**src/rtl/capture_sequencer_pkg.sv**
```systemverilog
// Shared definitions for the switch-capture sequencer.
// Playback state encoding and the default playback step length.
package capture_sequencer_pkg;

    typedef enum logic {
        ST_IDLE = 1'b0,
        ST_PLAY = 1'b1
    } state_e;

    // 1 s per entry at 100 MHz
    localparam int unsigned STEP_CYCLES_DFLT = 100_000_000;

endpackage

```
**src/rtl/capture_sequencer_step_timer.sv**
```systemverilog
// Playback step timer: free-running count with a terminal-count pulse.
// Restarts from zero whenever clr_i is high.
module step_timer #(
    parameter int unsigned STEP_CYCLES = 4
) (
    input  logic clk100_i,
    input  logic reset,
    input  logic clr_i,
    input  logic en_i,
    output logic tc_o
);

    localparam int unsigned TW = $clog2(STEP_CYCLES);
    localparam logic [TW-1:0] LAST = TW'(STEP_CYCLES - 1);

    logic [TW-1:0] cnt_q;
    logic [TW-1:0] cnt_d;
    logic          last;

    assign last = (cnt_q == LAST);
    assign tc_o = en_i && last;

    always_comb begin
        cnt_d = cnt_q;
        if (clr_i) begin
            cnt_d = '0;
        end else if (en_i) begin
            cnt_d = last ? '0 : cnt_q + TW'(1);
        end
    end

    always_ff @(posedge clk100_i or negedge reset) begin
        if (!reset) begin
            cnt_q <= '0;
        end else begin
            cnt_q <= cnt_d;
        end
    end

endmodule

```
**src/rtl/capture_sequencer.sv**
```systemverilog
// Switch-capture controller: circular snapshot history, capture total,
// and timed LED replay of the history, oldest entry first.
module capture_sequencer
    import capture_sequencer_pkg::*;
#(
    parameter int unsigned DATA_W      = 10,
    parameter int unsigned DEPTH       = 4,
    parameter int unsigned STEP_CYCLES = STEP_CYCLES_DFLT
) (
    input  logic                       clk100_i,
    input  logic                       reset,
    input  logic                       clr_req_i,
    input  logic                       cap_req_i,
    input  logic                       play_req_i,
    input  logic [DATA_W-1:0]          sw_i,
    output logic [DATA_W-1:0]          ledr_o,
    output logic [7:0]                 count_o,
    output logic [$clog2(DEPTH):0]     fill_o,
    output logic [$clog2(DEPTH)-1:0]   pos_o,
    output logic                       playing_o
);

    localparam int unsigned PW = $clog2(DEPTH);
    localparam int unsigned FW = PW + 1;
    localparam logic [FW-1:0] FULL = FW'(DEPTH);

    state_e            state_q, state_d;
    logic [PW-1:0]     wr_ptr_q, wr_ptr_d;
    logic [PW-1:0]     rd_ptr_q, rd_ptr_d;
    logic [PW-1:0]     pos_q, pos_d;
    logic [FW-1:0]     fill_q, fill_d;
    logic [7:0]        count_q, count_d;
    logic [DATA_W-1:0] ledr_q, ledr_d;
    logic [DATA_W-1:0] mem_q [DEPTH];

    logic              wr_en;
    logic              tc;
    logic              tmr_clr;
    logic [PW-1:0]     oldest;
    logic [PW-1:0]     rd_nxt;

    // A full history has fill[PW-1:0]==0, so oldest falls on wr_ptr.
    assign oldest  = wr_ptr_q - fill_q[PW-1:0];
    assign rd_nxt  = rd_ptr_q + PW'(1);
    assign tmr_clr = clr_req_i || cap_req_i || play_req_i
                     || (state_q != ST_PLAY);

    step_timer #(
        .STEP_CYCLES (STEP_CYCLES)
    ) u_timer (
        .clk100_i (clk100_i),
        .reset    (reset),
        .clr_i    (tmr_clr),
        .en_i     (state_q == ST_PLAY),
        .tc_o     (tc)
    );

    always_comb begin
        state_d  = state_q;
        wr_ptr_d = wr_ptr_q;
        rd_ptr_d = rd_ptr_q;
        pos_d    = pos_q;
        fill_d   = fill_q;
        count_d  = count_q;
        ledr_d   = ledr_q;
        wr_en    = 1'b0;
        if (clr_req_i) begin
            state_d  = ST_IDLE;
            wr_ptr_d = '0;
            pos_d    = '0;
            fill_d   = '0;
            count_d  = '0;
            ledr_d   = '0;
        end else if (cap_req_i) begin
            wr_en    = 1'b1;
            state_d  = ST_IDLE;
            wr_ptr_d = wr_ptr_q + PW'(1);
            fill_d   = (fill_q == FULL) ? fill_q : fill_q + FW'(1);
            count_d  = count_q + 8'd1;
            ledr_d   = sw_i;
            pos_d    = '0;
        end else if (state_q == ST_IDLE) begin
            if (play_req_i && fill_q != '0) begin
                state_d  = ST_PLAY;
                rd_ptr_d = oldest;
                pos_d    = '0;
                ledr_d   = mem_q[oldest];
            end
        end else if (play_req_i) begin
            state_d = ST_IDLE;
            pos_d   = '0;
        end else if (tc) begin
            if ({1'b0, pos_q} + FW'(1) < fill_q) begin
                pos_d    = pos_q + PW'(1);
                rd_ptr_d = rd_nxt;
                ledr_d   = mem_q[rd_nxt];
            end else begin
                state_d = ST_IDLE;
                pos_d   = '0;
            end
        end
    end

    always_ff @(posedge clk100_i or negedge reset) begin
        if (!reset) begin
            state_q  <= ST_IDLE;
            wr_ptr_q <= '0;
            rd_ptr_q <= '0;
            pos_q    <= '0;
            fill_q   <= '0;
            count_q  <= '0;
            ledr_q   <= '0;
        end else begin
            state_q  <= state_d;
            wr_ptr_q <= wr_ptr_d;
            rd_ptr_q <= rd_ptr_d;
            pos_q    <= pos_d;
            fill_q   <= fill_d;
            count_q  <= count_d;
            ledr_q   <= ledr_d;
        end
    end

    always_ff @(posedge clk100_i) begin
        if (wr_en) begin
            mem_q[wr_ptr_q] <= sw_i;
        end
    end

    assign ledr_o    = ledr_q;
    assign count_o   = count_q;
    assign fill_o    = fill_q;
    assign pos_o     = pos_q;
    assign playing_o = (state_q == ST_PLAY);

endmodule

```
**config.mk**
```make
export PLATFORM = sky130hd
export DESIGN_NAME = capture_sequencer
export DESIGN_NICKNAME = d
export VERILOG_FILES = /design/src/rtl/capture_sequencer_pkg.sv /design/src/rtl/capture_sequencer_step_timer.sv /design/src/rtl/capture_sequencer.sv
export SDC_FILE = /design/constraint.sdc
export NUM_CORES = 1
export LEC_CHECK = 0
export ABC_AREA = 1
export ABC_CLOCK_PERIOD_IN_PS = 2390
export BUFFER_PORTS_ARGS = -buffer_cell sky130_fd_sc_hd__buf_4
export CAP_MARGIN = 10
export CELL_PAD_IN_SITES_DETAIL_PLACEMENT = 1
export CELL_PAD_IN_SITES_GLOBAL_PLACEMENT = 1
export CORE_UTILIZATION = 30
export CTS_CLUSTER_SIZE = 10
export DETAILED_ROUTE_END_ITERATION = 10
export GPL_ROUTABILITY_DRIVEN = 1
export GPL_TIMING_DRIVEN = 0
export PLACE_DENSITY_LB_ADDON = 0.1
export SLEW_MARGIN = 20
export SYNTH_ARGS = -nofsm -noshare
export SYNTH_HDL_FRONTEND = slang
export SYNTH_SLANG_ARGS = --single-unit
```
**constraint.sdc**
```tcl
create_clock -name clk100_i -period 2.39 [get_ports clk100_i]
set_input_delay 0.478 -clock clk100_i [delete_from_list [all_inputs] [get_ports clk100_i]]
set_output_delay 0.478 -clock clk100_i [all_outputs]
set_load 0.005 [all_outputs]
```
After elaboration in Yosys (flattened, before gate mapping)

Memory sizes are Yosys's and may differ from the RTL's.
Index checks and enable logic that the tools add are counted.

Add/subtract/negate cells: 8
Multiply operators: 0
Divide/modulo/power cells: 0
Magnitude comparators: 1
Eq/ne operators: 10
Shift-type cells: 0
Muxes and demuxes: 40
Bitwise logic cells: 3
Reduce and logical (&&, ||, !) cells: 14

Operators with widths:

| cell                    | number |
|---|---|
| $mux W27                | 3 |
| $mux W10                | 7 |
| $mux W2                 | 14 |
| $add A27 B1 Y27 const B | 1 |
| $eq A27 B27 Y1 const B  | 1 |
| $mux W8                 | 2 |
| $mux W1                 | 11 |
| $mux W3                 | 3 |
| $add A8 B1 Y8 const B   | 1 |
| $ne A4 B3 Y1 const B    | 2 |
| $add A2 B1 Y2 const B   | 3 |
| $reduce_and A6 Y1       | 1 |
| $reduce_bool A2 Y1      | 3 |
| $ne A5 B4 Y1 const B    | 1 |
| $ne A2 B1 Y1 const B    | 2 |
| $ne A2 B2 Y1 const B    | 2 |
| $ne A4 B4 Y1 const B    | 1 |
| $reduce_and A2 Y1       | 2 |
| $reduce_and A4 Y1       | 1 |
| $reduce_bool A4 Y1      | 1 |
| $add A2 B1 Y3 const B   | 1 |
| $add A3 B1 Y3 const B   | 1 |
| $eq A3 B3 Y1 const B    | 1 |
| $logic_or A1 B1 Y1      | 3 |
| other kinds (5)         | 8 |

Register bits after elaboration: 55
Latch bits: 0
Memory bits (writable): 40
Bits in read-only memories: 0
Output and inout bits: 24
Logic and storage cells: 85
Memories: 1

Memory list:

| memory | depth | bits a word | read ports | clocked after memory_dff | wr ports | RTL line                | source |
|---|---|---|---|---|---|---|---|
| mem_q  | 4     | 10          | 2          | 0                        | 1        | capture_sequencer.sv:34 | `logic [DATA_W-1:0] mem_q [DEPTH];` |

Depth between registers and ports, before layout

Gate-level depths: netlist of run 1.

Depth in word-level cells: 8
Depth in mapped cells: 11
Depth with buffers taken out: 11

Cells and area by module

A second synthesis of run 1 with hierarchy kept.

Cells, all modules: 700
Area, all modules: 5342.6 µm²

By module, submodules not included:

| module            | instances | cells an instance | area each (µm²) |
|---|---|---|---|
| capture_sequencer | 1         | 443               | 3641.0 |
| step_timer        | 1         | 257               | 1701.6 |

Worst setup path after synthesis of run 1

No wires, ideal clock.

Path kind: register to register
Start point: register pos_q[0], in the netlist pos_o[0]
End point: register ledr_q[0], in the netlist ledr_o[0]
Arrival: 1.633 ns
Required time: 2.273 ns
Path slack: 0.640 ns
Cell stages (with the launch flop): 10
Buffers on the path: 1
Period minus slack after synthesis: 1.750 ns
Path through: dfrtp_1 ha_1 ha_1 nand3_1 nand2_1 nor2_1 nand3_2 buf_4 nand4_1 nand2_1

Cells in the longest elaborated chain, start to end: 4

RTL lines:

| element                            | RTL line                 | source |
|---|---|---|
| start: declaration                 | capture_sequencer.sv:30  | `logic [PW-1:0] pos_q, pos_d;` |
| start signal: assignment           | capture_sequencer.sv:117 | `pos_q <= pos_d;` |
| $add A2 B1 Y3                      | capture_sequencer.sv:93  | `if ({1'b0, pos_q} + FW'(1) < fill_q) begin` |
| $lt A3 B3 Y1                       | capture_sequencer.sv:93  |  |
| $ne A4 B3 Y1 (no source line)      | -                        |  |
| $reduce_and A4 Y1 (no source line) | -                        |  |
| end signal: assignment             | capture_sequencer.sv:120 | `ledr_q <= ledr_d;` |
| end: declaration                   | capture_sequencer.sv:33  | `logic [DATA_W-1:0] ledr_q, ledr_d;` |

Every way passes these cells.
A chain may end at the register's enable or synchronous reset.

Worst setup path after layout of run 1

Start point: register wr_ptr_q[0]
End point: register ledr_q[4], in the netlist ledr_o[4]

Cells in the longest elaborated chain, start to end: 6

RTL lines:

| element                  | RTL line                 | source |
|---|---|---|
| start: declaration       | capture_sequencer.sv:28  | `logic [PW-1:0] wr_ptr_q, wr_ptr_d;` |
| start signal: assignment | capture_sequencer.sv:115 | `wr_ptr_q <= wr_ptr_d;` |
| $sub A2 B2 Y2            | capture_sequencer.sv:43  | `assign oldest = wr_ptr_q - fill_q[PW-1:0];` |
| $mem_v2 Z4 W10           | -                        |  |
| $mux W10                 | capture_sequencer.sv:83  | `if (play_req_i && fill_q != '0) begin` |
| $mux W10                 | capture_sequencer.sv:82  | `end else if (state_q == ST_IDLE) begin` |
| $mux W10                 | capture_sequencer.sv:74  | `end else if (cap_req_i) begin` |
| $mux W10                 | capture_sequencer.sv:67  | `if (clr_req_i) begin` |

Every way passes these cells. The select of a mux whose other input is x is not followed.

==> reports/results.txt, run 1 <==
routed length per instance: 17.7 microns
reg2reg setup slack: 260 ps
area of the multi-input gates: 2350 sq um
Final period util: 89.1%
clk root buf: clkbuf_16
DP HPWL: 12.4 mm
gpl congestion: 0.862
slack of the critical path: 260 ps
maximum VDD drop: 0.329 mV
Critical Path End: ledr_o[4]
Syn Nets: 710
final hold vios: 0
crit path launch: wr_ptr_q[0]
Critical Path Most Common Cell: nand2_1
final setup violation count: 0
hold slack: 186 ps
number of vias per cell: 4.87
CP startpoint kind: flop
Max Slew Vio Count: 0
chip width: 135 microns
Clk pwr share: 36.0%
Synth top area share: 25.9%
Iter 0 DRT Violations: 161
total power: 4100 uW
warnings from Yosys: 0
synthesized area per cell: 7.78 sq um
Post-route DRC: 0
P&R area growth vs syn: 16.3%
n_diodes: 0
slew margin rel.: 48.2%
async set or reset register ratio after synthesis: 57.9%
critical path class: flop to flop
drt pass-1 iters: 4
CTS tree: done
met3 routed WL: 450 microns
htree depth: 3
most used flip-flop cell after synthesis: dfrtp_1
largest net degree at the start of global routing: 56
# Max-Cap Violations: 0
CP max stage cell: clkbuf_1
met1 wire length: 7.54 mm
R2R Path End: ledr_o[4]
# hold bufs at CTS: 0
Clk pin slew, worst setup/hold paths: 70 ps
switching portion of total power: 31.2%
Die Y: 135 microns
Yosys reg bits: 95
run status: completed
PwrDens: 665 nW/um^2
Cells after Synth: 683
vias in the first global route: 5,212
Netlist Area Pre-Place: 5310 sq um
EDFF count, synth: 40
routed via count: 4,685
Detail Route Antenna Nets: 0
nets@finish: 759
crit path cell chain: inv_1 > ha_1 > clkbuf_1 > o21ai_0 > nand2_1 > nand3_1 > nand2_1 > nand2_1 > nand2_1 > nand2_1
DR top layer: met4
initial antenna violation count: 0
full die area: 18,200 sq um
most frequent cells after synthesis: nand2_1, nor2_1, inv_1
synth top area cells: dfrtp_1, edfxtp_1, nand2_1
Worst Max-Slew Pin Slew: 776 ps
WP data arrival: 2380 ps
WL final: 17.0 mm
Clock Skew: 8.69 ps
Comb pwr share: 19.6%
GRT Total Usage: 20.1%
grt ovf: 0
IO Count: 39
distinct cell type count after synthesis: 30
top-count cell post-synth: nand2_1
Worst Path Required: 2640 ps
# fillers: 2,127
Critical Path End Type: flop
R2R Path Start: wr_ptr_q[0]
met2 WL: 8.62 mm
leakage: 0.00272 uW
CP peak stage delay: 480 ps
Hold Path Class: primary input to async pin
Synth area leader: dfrtp_1
clock tree buffer depth: 2
Reg2Reg Depth: 10
clk_lat worst skew: 360 ps
register area share after synthesis: 48.5%
Site Rows: 48
Setup Fix Bufs, Post-CTS: 0
CP Max Fanout: 10
floorplan core area: 17,300 sq um
post-CTS sizing: 0
f_max: 469 MHz
RSZ-0062 raised after global routing: no
Pint: 2830 uW
sequential power share: 44.4%
Tmin final: 2130 ps
clock sink count: 95
Inserted Clock Buffers: 9
share of cells above drive strength 1: 13.4%
DP Worst Slack: -337 ps
Port Buffer Count: 38
register area: 2580 sq um
initial core utilization: 30.7%
first-pass GRT wire length: 27.6 mm
switching power: 1280 uW
==> layer usage <==
layer / up-vias / track usage, %
met5: - / 0
met4: 0 / 8.05
met3: 23 / 2.52
met2: 57 / 35.7
met1: 2291 / 24.6
li1: 2314 / -
==> worst max-delay path, delay by kind of cell (launching register included) <==
| family | cells | cell delay (ps) |
|---|---|---|
| AOI/OAI and AO/OA | 1 | 200 |
| buffers and inverters | 2 | 600 |
| and+or+nand+nor | 6 | 470 |
| DFF | 1 | 390 |
| adders and majority gates | 1 | 380 |
==> power groups by stage <==
stage / sequential (uW) / combinational (uW) / clock (uW)
final: 1820 / 805 / 1480
after global routing: 1830 / 913 / 1560
after CTS: 1820 / 811 / 1520
after detailed placement: 1860 / 807 / 0
after global placement: 1850 / 785 / 0
after floorplan: 1840 / 469 / 0
==> through the flow <==
step	utilization [%]	setup TNS, ps	area [sq um]	cells
after floorplan	-	0	5310	683
after global placement	34.0	-13400	5880	946
after detailed placement	34.0	-7330	5880	946
after CTS	35.7	0	6170	962
after global routing	35.7	0	6180	962
final	35.7	0	6180	962
==> how the worst min path moves through the flow <==
stage	cells after the start	end	start
4_1_cts	1	count_o[7]	reset
6_report	1	count_o[6]	reset
2_1_floorplan	0	count_o[0]	reset
5_1_grt	1	count_o[7]	reset
3_3_place_gp	1	u_timer.cnt_q[0]	u_timer.cnt_q[0]
3_5_place_dp	1	u_timer.cnt_q[0]	u_timer.cnt_q[0]
==> final cells by class <==
type | instances | share of cell area (%)
Buffer | 18 | 1.50
Clock inverter | 7 | 1.03
Clock buffer | 9 | 3.65
Timing Repair Buffer | 38 | 4.62
Tap cell | 225 | 4.56
Multi-Input combinational cell | 491 | 38.1
Sequential cell | 95 | 41.7
Inverter | 79 | 4.80
==> registers in the layout, summed over array words and instances (netlist names) <==
| name | count |
|---|---|
| mem_q | 40 |
| ledr_o | 10 |
| count_o | 8 |
| fill_o | 3 |
| pos_o | 2 |
| rd_ptr_q | 2 |
| playing_o | 1 |
| wr_ptr_q | 2 |
| u_timer.cnt_q | 27 |
==> cell usage in the layout (no fill, tap or decap), drive strengths merged, types with 3 or more instances in the layout <==
master	netlist	final
nand3	59	59
dfrtp	55	55
clkbuf	4	13
buf	14	52
inv	79	79
xnor2	3	3
nor2	96	96
edfxtp	40	40
nor3	19	19
nand4	15	15
or2	3	3
o21ai	41	41
ha	12	12
clkinv	0	5
nand2	195	195
a21oi	39	39
xor2	4	4
==> logic make-up (layout without fill, tap and decap cells) <==
kind of cell    Yosys count  count (layout)  share of synthesized area (%)
flops                    95              95                           48.5
xor+xnor                  7               7                           1.15
fa+ha+maj                12              12                           2.83
compound gates           81              81                           7.66
simple gates            391             391                           32.5
buf+inv                  97             151                           7.33
(Power assumes the default switching activity.)
==> inputs of run 2 (changes only) <==
- CTS_BUF_LIST: unset -> sky130_fd_sc_hd__clkbuf_16
- PLACE_DENSITY: unset -> 0.58
- PLACE_DENSITY_LB_ADDON: 0.1 -> unset
==> reports/results.txt, run 2 (synthesis gave the netlist of run 1 again) <==
RSZ-0062 raised after global routing: no
final setup violation count: 0
Critical Path End Type: flop
CP startpoint kind: flop
most common cell after layout, fill and taps aside: nand2_1
clock sink count: 95
Inserted Clock Buffers: 9
Iter 0 DRT Violations: 236
critical path class: flop to flop
Worst Path Required: 2620 ps
hold slack: 189 ps
most frequent cells in the layout: nand2_1, nor2_1, inv_1
CTS tree: done
routed via count: 4,696
f_max: 473 MHz
number of vias per cell: 4.88
Design Area, Final: 6180 sq um
IO Count: 39
# fillers: 2,116
clock tree buffer depth: 2
max reg flops: 40
n_diodes: 0
gpl congestion: 0.783
Clk pin slew, worst setup/hold paths: 70 ps
initial antenna violation count: 0
total power: 4040 uW
maximum VDD drop: 0.366 mV
leakage: 0.00271 uW
Critical Path Most Common Cell: nand2_1
vias in the first global route: 4,833
Setup Fix Bufs, Post-CTS: 0
GRT Total Usage: 18.9%
Final period util: 88.5%
# hold bufs at CTS: 0
largest net degree at the start of global routing: 56
P&R area growth vs syn: 16.3%
PwrDens: 654 nW/um^2
final hold vios: 0
fin cells: 962
chip width: 135 microns
WP data arrival: 2350 ps
DP Cell Count: 946
DP HPWL: 12.2 mm
clk root buf: clkbuf_16
Max Slew Vio Count: 0
slack of the critical path: 275 ps
floorplan core area: 17,300 sq um
initial core utilization: 30.7%
Site Rows: 48
CP max stage cell: clkbuf_1
CP Max Fanout: 10
Hold Path Class: primary input to async pin
Worst Max-Slew Pin Slew: 751 ps
drt pass-1 iters: 4
Post-route DRC: 0
htree depth: 3
slew margin rel.: 49.9%
Clock Skew: 9.41 ps
Tmin final: 2120 ps
crit path cell chain: inv_1 > ha_1 > clkbuf_1 > a21oi_1 > nand2_1 > nand3_1 > nand2_1 > nand2_1 > nand2_1 > nand2_1
Top reg by flops: mem_q
# Max-Cap Violations: 0
CP delay by family, top: buffers and inverters
critical path buffer and inverter count: 2
Port Buffer Count: 38
full die area: 18,200 sq um
grt ovf: 0
routed length per instance: 16.6 microns
Post-Place Cell Area: 5880 sq um
nets@finish: 759
Detail Route Antenna Nets: 0
CP peak stage delay: 490 ps
Die Y: 135 microns
first-pass GRT wire length: 25.9 mm
share of cells above drive strength 1: 13.4%
DP Worst Slack: -370 ps
run status: completed
clk_lat worst skew: 350 ps
WL final: 16.0 mm
## run 2: final timing paths
path                                        from                end  slack, ps  depth (start not counted)
worst max-delay path                 wr_ptr_q[0]          ledr_o[2]        270                         10
worst min-delay path                       reset  u_timer.cnt_q[24]        190                          1
worst max register to register       wr_ptr_q[0]          ledr_o[2]        270                         10
worst min register to register  u_timer.cnt_q[0]   u_timer.cnt_q[0]        490                          1
max in group asynchronous                  reset          fill_o[1]       1690                          1
min in group clk100_i                    sw_i[4]        mem_q[3][4]        350                          1
## run 2: report_power, final
part,switching [uW],leakage (uW),internal (uW)
clock,625,0.000136,802
combinational,533,0.00146,252
sequential,56.5,0.00112,1770
## run 2: metal layers
| layer | vias to the layer above | global-route usage, % | part of all wire [%] |
|---|---|---|---|
| li1 | 2316 | - | - |
| met1 | 2293 | 25.9 | 48 |
| met2 | 68 | 30.5 | 47 |
| met3 | 19 | 2.21 | 2.9 |
| met4 | 0 | 6.99 | 1.8 |
| met5 | - | 0 | 0 |
## run 2: stage by stage
step / TNS [ps] / utilization (%)
after floorplan: 0 / -
after global placement: -14020 / 34.0
after detailed placement: -13880 / 34.0
after CTS: -6.53 / 35.7
after global routing: 0 / 35.7
final: 0 / 35.7
## run 2: cell type report
cell class	count	area, sq um	share of cell area (%)
clock buffers	9	225	3.65
multi-input cells	491	2350	38.1
inverters	79	297	4.80
plain buffers	18	92.6	1.50
flip-flops and latches	95	2580	41.7
repair buffers	38	285	4.62
well taps	225	282	4.56
clock inverters	7	65.1	1.05
## run 2: repair_timing
item,CTS,global route
endpoints found under the setup margin,4,10
gates resized for setup,0,1
hold endpoints to repair,0,0
==> inputs of run 3 (changes only) <==
- ABC_AREA: 1 -> unset
- CORE_UTILIZATION: 30 -> 49
- PLACE_DENSITY: 0.58 -> 0.81
==> reports/results.txt, run 3 <==
Comb pwr share: 18.9%
clk root buf: clkbuf_16
final hold vios: 0
WP data arrival: 2660 ps
slew margin rel.: 41.0%
Syn Nets: 403
CP startpoint kind: flop
maximum VDD drop: 0.392 mV
Worst Max-Slew Pin Slew: 881 ps
EDFF count, synth: 40
most frequent cells in the layout: dfrtp_1, buf_4, nor2_1
full die area: 9920 sq um
most common cell after layout, fill and taps aside: dfrtp_1
synth top area cells: dfrtp_1, edfxtp_1, mux2i_1
CP Max Fanout: 5
Cells after Synth: 376
Tmin final: 2430 ps
Setup TNS Final: -191 ps
failing checks: negative setup slack
floorplan core area: 9240 sq um
total power: 4270 uW
slack of the critical path: -36.5 ps
n_diodes: 0
Reg2Reg Depth: 8
DP HPWL: 7.47 mm
final setup violation count: 11
Die Y: 99.6 microns
share of cells above drive strength 1: 25.5%
PwrDens: 749 nW/um^2
warnings from Yosys: 0
Critical Path End Type: flop
register area share after synthesis: 55.2%
Pint: 3120 uW
P&R area growth vs syn: 22.0%
synthesized area per cell: 12.4 sq um
chip width: 99.6 microns
async set or reset register ratio after synthesis: 57.9%
Site Rows: 35
number of vias per cell: 5.81
crit path launch: u_timer.cnt_q[0]
sequential power share: 43.5%
Netlist Area Pre-Place: 4670 sq um
f_max: 412 MHz
DP Worst Slack: -486 ps
drt pass-1 iters: 4
CP Depth: 8
switching portion of total power: 26.8%
Yosys reg bits: 95
nets@finish: 466
clock sink count: 95
routed length per instance: 22.2 microns
Detail Route Antenna Nets: 0
Inserted Clock Buffers: 9
most frequent cells after synthesis: dfrtp_1, nor2_1, edfxtp_1
Hold Path Class: primary input to async pin
GRT Total Usage: 25.8%
CP peak stage delay: 450 ps
clk_lat worst skew: 350 ps
htree depth: 3
Clock Skew: 8.18 ps
first-pass GRT wire length: 18.9 mm
Iter 0 DRT Violations: 140
grt ovf: 0
run status: complete, but fails checks
Post-route DRC: 0
Worst Path Required: 2620 ps
switching power: 1140 uW
most used flip-flop cell after synthesis: dfrtp_1
R2R Path Start: u_timer.cnt_q[0]
# Max-Cap Violations: 0
gpl congestion: 0.781
leakage: 0.00238 uW
max reg flops: 40
WL final: 12.7 mm
CTS tree: done
IO Count: 39
clock tree buffer depth: 2
Clk pin slew, worst setup/hold paths: 70 ps
initial core utilization: 50.5%
Top reg by flops: mem_q
hold slack: 186 ps
Port Buffer Count: 36
routed via count: 3,327
critical path buffer and inverter count: 2
Clk pwr share: 37.6%
Max Slew Vio Count: 0
largest net degree at the start of global routing: 56
RSZ-0062 raised after global routing: yes
crit path cell chain: ha_4 > nand4_4 > or2_4 > or3_4 > clkbuf_8 > buf_4 > o21ai_0 > mux2_2
top-count cell post-synth: dfrtp_1
CP max stage cell: dfrtp_1
Synth area leader: dfrtp_1
CP delay by family, top: simple AND/OR/NAND/NOR gates
vias in the first global route: 3,598
initial antenna violation count: 0
Final period util: 102%
reg2reg setup slack: -40 ps
distinct cell type count after synthesis: 45
critical path class: flop to flop
Synth top area share: 29.5%
[run 3: cell count changes after synthesis, sizes merged, moves of 12 or more]
cell and change:
xor2 +16, nand3 -45, inv -69, nor3 -13, mux2 +12, nor2 -55
o21ai -26, a21oi -35, mux2i +23, nand2 -185
[run 3: stage by stage]
| stage | cells | instance area, sq um | utilization, % |
|---|---|---|---|
| final | 573 | 5700 | 61.6 |
| after global routing | 573 | 5700 | 61.6 |
| after global placement | 541 | 5100 | 55.2 |
| after detailed placement | 541 | 5110 | 55.3 |
| after floorplan | 376 | 4670 | - |
| after CTS | 564 | 5540 | 60.0 |
[run 3: per-layer routing]
metal	wire length [microns]	GRT usage, %	up-vias
met1	5100	30.4	1724
met5	0	0	-
met4	329	10.1	0
li1	-	-	1504
met2	6830	46.5	74
met3	442	4.78	25
[run 3: worst register-to-register path, delay by kind of cell (launching register included)]
family / cells / cell delay, ps
AO/OA/AOI/OAI: 1 / 230
multiplexers: 1 / 370
adder cells (fa/ha/maj): 1 / 190
AND/OR/NAND/NOR: 3 / 760
flip-flops: 1 / 450
buffers and inverters: 2 / 300
[run 3: power groups by stage]
stage | sequential (uW) | combinational (uW) | clock [uW]
floorplan | 1870 | 511 | 0
global placement | 1880 | 719 | 0
detailed placement | 1890 | 744 | 0
CTS | 1860 | 769 | 1610
global route | 1870 | 860 | 1680
finish | 1860 | 805 | 1600
[run 3: final timing paths]
check	to
max	rd_ptr_q[0]
min	count_o[3]
max reg2reg	rd_ptr_q[0]
min reg2reg	ledr_o[3]
max in group asynchronous	pos_o[1]
min in group clk100_i	mem_q[0][5]
[run 3: kinds of logic after synthesis]
group           count (synthesis)  share of synthesized area [%]
fa+ha+maj                      12                           3.22
simple gates                  115                           12.4
xor+xnor                       33                           6.49
flops                          95                           55.2
mux                            45                           12.7
compound gates                 50                           7.77
buf+inv                        26                           2.20
[run 3: final cells by class]
type | instances | area, sq um
well taps | 129 | 161
repair buffers | 52 | 398
clock buffers | 9 | 225
multi-input cells | 255 | 2110
fillers | 925 | 3540
clock inverters | 7 | 105
inverters | 10 | 37.5
flip-flops and latches | 95 | 2580
plain buffers | 16 | 81.3
[run 3: what timing repair did]
item,CTS,global route
buffers inserted,7,9
endpoints found under the hold margin,0,0
endpoints found under the setup margin,39,40
pin swaps,4,5
hold buffers,0,0
resized for setup,14,25
